==> src/rtl/pc_unit.sv <==
// Program counter with relative branch, absolute jump, call/return through a
// return-address stack, and pipeline stall. Drives the instruction-memory address.
module pc_unit #(
    parameter int unsigned             PC_WIDTH     = 16,
    parameter int unsigned             IMM_WIDTH    = 16,
    parameter logic [PC_WIDTH-1:0]     RESET_VECTOR = '0,
    parameter int unsigned             STACK_DEPTH  = 4,
    localparam int unsigned            CNT_W        = $clog2(STACK_DEPTH + 1)
) (
    input  logic                 i_clk,
    input  logic                 i_rst_n,
    input  logic                 i_stall,
    input  logic                 i_branch_en,
    input  logic                 i_zero,
    input  logic [IMM_WIDTH-1:0] i_imm,
    input  logic                 i_jump_en,
    input  logic                 i_call_en,
    input  logic                 i_ret_en,
    input  logic [PC_WIDTH-1:0]  i_target,
    input  logic                 i_err_clr,
    output logic [PC_WIDTH-1:0]  o_pc_out,
    output logic [CNT_W-1:0]     o_stack_count,
    output logic                 o_stack_full,
    output logic                 o_stack_empty,
    output logic                 o_stack_err
);

    logic [PC_WIDTH-1:0] r_pc;
    logic [CNT_W-1:0]    r_count;
    logic                r_err;
    // Entry 0 is the top of stack; push shifts down, pop shifts up.
    logic [PC_WIDTH-1:0] r_stack [STACK_DEPTH];

    logic [PC_WIDTH-1:0] w_pc_inc;
    logic [PC_WIDTH-1:0] w_imm_ext;
    logic [PC_WIDTH-1:0] w_pc_d;
    logic                w_push;
    logic                w_pop;
    logic                w_err_set;
    logic                w_full;
    logic                w_empty;

    assign w_pc_inc  = r_pc + PC_WIDTH'(1);
    assign w_imm_ext = PC_WIDTH'($signed(i_imm));
    assign w_full    = (r_count == CNT_W'(STACK_DEPTH));
    assign w_empty   = (r_count == '0);

    always_comb begin
        w_pc_d    = w_pc_inc;
        w_push    = 1'b0;
        w_pop     = 1'b0;
        w_err_set = 1'b0;
        if (i_stall) begin
            w_pc_d = r_pc;
        end else if (i_ret_en) begin
            if (!w_empty) begin
                w_pc_d = r_stack[0];
                w_pop  = 1'b1;
            end else begin
                w_err_set = 1'b1;
            end
        end else if (i_call_en) begin
            w_pc_d = i_target;
            if (!w_full) begin
                w_push = 1'b1;
            end else begin
                w_err_set = 1'b1;
            end
        end else if (i_jump_en) begin
            w_pc_d = i_target;
        end else if (i_branch_en && i_zero) begin
            w_pc_d = r_pc + w_imm_ext;
        end
    end

    always_ff @(posedge i_clk or negedge i_rst_n) begin
        if (!i_rst_n) begin
            r_pc    <= RESET_VECTOR;
            r_count <= '0;
            r_err   <= 1'b0;
            for (int i = 0; i < STACK_DEPTH; i++) begin
                r_stack[i] <= '0;
            end
        end else begin
            r_pc  <= w_pc_d;
            r_err <= w_err_set | (r_err & ~i_err_clr);
            if (w_push) begin
                r_count    <= r_count + CNT_W'(1);
                r_stack[0] <= w_pc_inc;
                for (int i = 1; i < STACK_DEPTH; i++) begin
                    r_stack[i] <= r_stack[i-1];
                end
            end else if (w_pop) begin
                r_count <= r_count - CNT_W'(1);
                for (int i = 0; i < STACK_DEPTH - 1; i++) begin
                    r_stack[i] <= r_stack[i+1];
                end
            end
        end
    end

    assign o_pc_out      = r_pc;
    assign o_stack_count = r_count;
    assign o_stack_full  = w_full;
    assign o_stack_empty = w_empty;
    assign o_stack_err   = r_err;

endmodule

==> config.mk <==
export PLATFORM = sky130hd
export DESIGN_NAME = pc_unit
export DESIGN_NICKNAME = d
export VERILOG_FILES = /design/src/rtl/pc_unit.sv
export SDC_FILE = /design/constraint.sdc
export NUM_CORES = 1
export LEC_CHECK = 0
export ABC_AREA = 1
export CORE_MARGIN = 3
export CORE_UTILIZATION = 35
export CTS_BUF_LIST = sky130_fd_sc_hd__clkbuf_4 sky130_fd_sc_hd__clkbuf_8 sky130_fd_sc_hd__clkbuf_16
export CTS_CLUSTER_DIAMETER = 40
export DETAILED_ROUTE_END_ITERATION = 7
export GPL_TIMING_DRIVEN = 0
export PLACE_DENSITY = 0.6
export SLEW_MARGIN = 10
export SYNTH_ARGS = -nofsm -noshare
export SYNTH_HDL_FRONTEND = slang
export SYNTH_SLANG_ARGS = --single-unit
==> constraint.sdc <==
create_clock -name i_clk -period 3.85 [get_ports i_clk]
set_input_delay 0.77 -clock i_clk [delete_from_list [all_inputs] [get_ports i_clk]]
set_output_delay 0.77 -clock i_clk [all_outputs]
set_load 0.005 [all_outputs]
* Yosys cells after proc, flatten, opt, wreduce, memory -nomap -nowiden
Cells that the tools add are included.
Widths: inputs -> output; s select.
** Word-level totals
- Register bits after elaboration :: 84
- Word-level logic and storage cells :: 39
** Operators by class
- $add $sub $neg :: 4
- Equality and inequality tests :: 1
- Multiplexer cells :: 21
- Bitwise gates (word level) :: 3
- Reduce and logical (&&, ||, !) cells :: 3
** Operators with widths (count)
- $mux 48 :: 2
- $mux 16 :: 5
- $add 16x1->16 const B :: 1
- $add 16x16->16 :: 1
- $mux 1 :: 12
- $mux 3 :: 2
- $add 3x1->3 const B :: 1
- $eq 3x3->1 const B :: 1
- $logic_not 3->1 :: 1
- $sub 3x1->3 const B :: 1
- $reduce_bool 2->1 :: 1
- $and 1x1->1 :: 1
- $logic_and 1x1->1 :: 1
- $not 1->1 :: 1
- $or 1x1->1 :: 1

* Logic depth before layout (Yosys ltp)
- Depth in word-level cells :: 6
- Gate-level depth with buffers :: 13
- Mapped depth without buffers :: 13

* Worst setup path after synthesis
Ideal clock, no wire load.
- Kind :: input -> register
- From :: in i_ret_en
- To :: reg r_count[2], in the netlist o_stack_count[2]
- Library setup time :: 0.127 ns
- Data arrival time :: 2.133 ns
- Data required time :: 3.723 ns
- Path slack :: 1.590 ns
- Cell stages on the path :: 11
- Buffers on the path :: 1
- Cell sequence :: nor2_2 inv_2 nor2_2 inv_2 nor2_4 inv_2 clkbuf_1 fa_1 nand2_1 o21ai_1 xor2_1
** On the way
- Word-level cells in the longest chain between the ends :: 3
- Elaborated cells between the ends (all ways) :: 6
- Those cells by class :: mux: 5; reduce/logical: 1
** Ends and longest elaborated chain
- from (decl) :: line 18 : input logic i_ret_en,
- $mux 1 :: line 55 : end else if (i_ret_en) begin
- $mux 1 :: line 53 : if (i_stall) begin
- $mux 3 / $reduce_bool 2->1 (equally long branches)
- to (signal assigned) :: line 88 : r_count <= r_count + CNT_W'(1);
- to (signal assigned) :: line 94 : r_count <= r_count - CNT_W'(1);
- to (decl) :: line 29 : logic [CNT_W-1:0] r_count;
Several ways; a longest one is shown, not always the timed one.
A chain may end at the register's enable or synchronous reset.

* Worst setup path after layout
Ends and elaborated chain as after synthesis.

==> results.cfg <==
[layout]
final_common_cell = nand2_1
instances_no_fill = 994
final_cell_mix = 249 x nand2_1, 102 x inv_1, 84 x dfrtp_1
layout.nets = 864
final_layout_size_suffix_gt1_frac = 0.0704
syn_to_final_growth_pct = 22.7
antenna_cells = 0

[timing]
hold_slack_ns = 0.349
finalCritPeriodShare = 0.732
timing.setup.tns_ns = 0
skew_ns = 0.0104
clock.fmax_ghz = 0.355
relSlewSlack = 0.575
finalMaxSlewViolations = 0
grt_setup_unrepaired = no
finalHoldViolations = 0
layout_min_cycle_time_ns = 2.82
worst_pin_slew_ns = 0.638
setup_viol = 0

[clocking]
clock-sinks = 84
numCtsBuffers = 9
post-cts-setup-buffers = 0
ctsHoldBuffers = 0
clkSlewWorstSetupHoldPaths_ns = 0.07
cts_tree = done
cts_buffer_depth = 2
root_buffer = clkbuf_16
cts_resized = 0
h-tree-depth = 3
clk_latency_ns = 0.34

[synthesis]
synth-edff-count = 0
synth_seq_cells = 84
syn_nets = 790
synth-seq-area-share = 0.394
synth-async-reset-ratio = 1.00
syn_area_um2 = 5340
syn_inst = 731
yosysWarnings = 0
syn_avg_cell_area_um2 = 7.31
synth_ff_type = dfrtp_1
ys_types = 34

[detailed_routing]
via_per_inst = 5.00
avgRoutedWirePerCell_um = 15.5
dr.pass1.iters = 5
postRouteAntennaNets = 0
m1WireLength_mm = 7.25
wl_met2_mm = 7.32
maxUsedRoutingLayer = met4
drt-initial-drc-count = 400
drc = 0
wl_met3_um = 646
routed_wirelength_mm = 15.4
vias = 4968

[power]
power_leakage_nw = 3.15
powerDensity_nw_per_um2 = 647
p_total_w = 0.00424
ir_worst_vdd_v = 0.000223

[floorplanning]
ios = 63
start_util = 0.362
fp.dieH_um = 130
die_x_um = 130
die_area_um2 = 16800
core_area_um2 = 14800
rows = 44

[flow_run]
drv_cap = 0

[status]
status = completed

[grt]
grt_usage = 0.191
grt_start_max_net_pins = 60
antenna_found_initial = 0
grt_pass1_vias = 4924
grt_pass1_wl_mm = 25.2
overflow = 0

[setup_path]
crit_path_end_kind = register
worst_r2r_path_depth = 11
regToRegSetupSlack_ns = 1.59
path_class = primary input to register
cp.arrival_ns = 3.05
critPathRequiredTime_ns = 4.08
path_max_fanout = 10
startpoint_type = primary input

[hold_path]
min_path_type = primary input to async pin

[placed_design]
gp_congestion = 0.872
portBuffers = 62
placed_cells_incl_taps = 978
dp_hpwl_mm = 11.8
## cell families (layout without fill, tap and decap cells)
| group | count (synthesis) | in the layout | synth area share |
|---|---|---|---|
| simple gates | 380 | 380 | 0.295 |
| fa+ha+maj | 18 | 18 | 0.0450 |
| compound gates | 103 | 103 | 0.146 |
| buf+inv | 134 | 213 | 0.101 |
| flops | 84 | 84 | 0.394 |
| xor+xnor | 12 | 12 | 0.0197 |
## critical path, stage by stage
cell and delay [ns]:
clkdlybuf4s50_1 0.54, nor2_2 0.21, inv_2 0.07, nor2_2 0.14, inv_2 0.06, nor2_4 0.12, inv_2 0.09, clkbuf_1 0.27
fa_1 0.47, nand2_1 0.08, o21ai_1 0.07, xor2_1 0.14
## cell usage after synthesis, types with 3 or more instances
library cell	instances	share of area
nand2_1	249	0.17
inv_1	102	0.072
dfrtp_1	84	0.39
nand3_1	56	0.052
nor2_1	52	0.037
o221ai_1	37	0.061
a21oi_1	24	0.022
ha_1	16	0.037
buf_2	13	0.012
clkbuf_1	12	0.0084
o211ai_1	11	0.015
o21ai_0	10	0.0094
xor2_1	10	0.016
o221ai_2	8	0.022
o22ai_1	8	0.0094
inv_2	4	0.0028
nand3b_1	4	0.0056
nor3_1	4	0.0037
or2_2	4	0.0047
nor2_2	3	0.0035
## report_power, final
group          leakage [nW]  total [W]  switching [W]  internal, W
combinational          1.87    0.00174        0.00102     0.000724
clock                 0.166   0.000972       0.000365     0.000606
sequential             1.11    0.00153       0.000268      0.00126
total                  3.15    0.00424        0.00165      0.00259
## metal layers
metal / up-vias / track usage
met4: 0 / 0.0495
li1: 2551 / -
met2: 111 / 0.323
met3: 17 / 0.0243
met5: - / 0
met1: 2289 / 0.259
## through the flow
step	utilization	setup WS, ns	cell area [um^2]
after global placement	0.420	-1.23	6190
final	0.444	1.03	6550
after global routing	0.444	0.868	6550
after CTS	0.444	1.02	6550
after floorplan	-	1.59	5340
after detailed placement	0.421	0.679	6220
## worst paths after layout
kind | start | end
max in group asynchronous | i_rst_n | o_pc_out[5]
worst min register to register | r_stack[4] | r_stack[4]
min in group i_clk | r_stack[4] | r_stack[4]
worst min-delay path | i_rst_n | r_stack[12]
worst max register to register | o_pc_out[0] | o_pc_out[6]
worst max-delay path | i_ret_en | o_stack_count[2]
## sequential cells by signal, indices dropped and copies added, names as in the netlist
register       cells
o_pc_out          16
o_stack_count      3
o_stack_err        1
r_stack           64
## layout make-up
type | instances | area [um^2]
multi-input cells | 513 | 2700
inverters | 106 | 398
clock inverters | 5 | 82.6
plain buffers | 28 | 140
fillers | 1527 | 8200
well taps | 184 | 230
flip-flops and latches | 84 | 2100
clock buffers | 11 | 253
repair buffers | 63 | 646
Note: power is estimated with default switching activity, not from simulation.
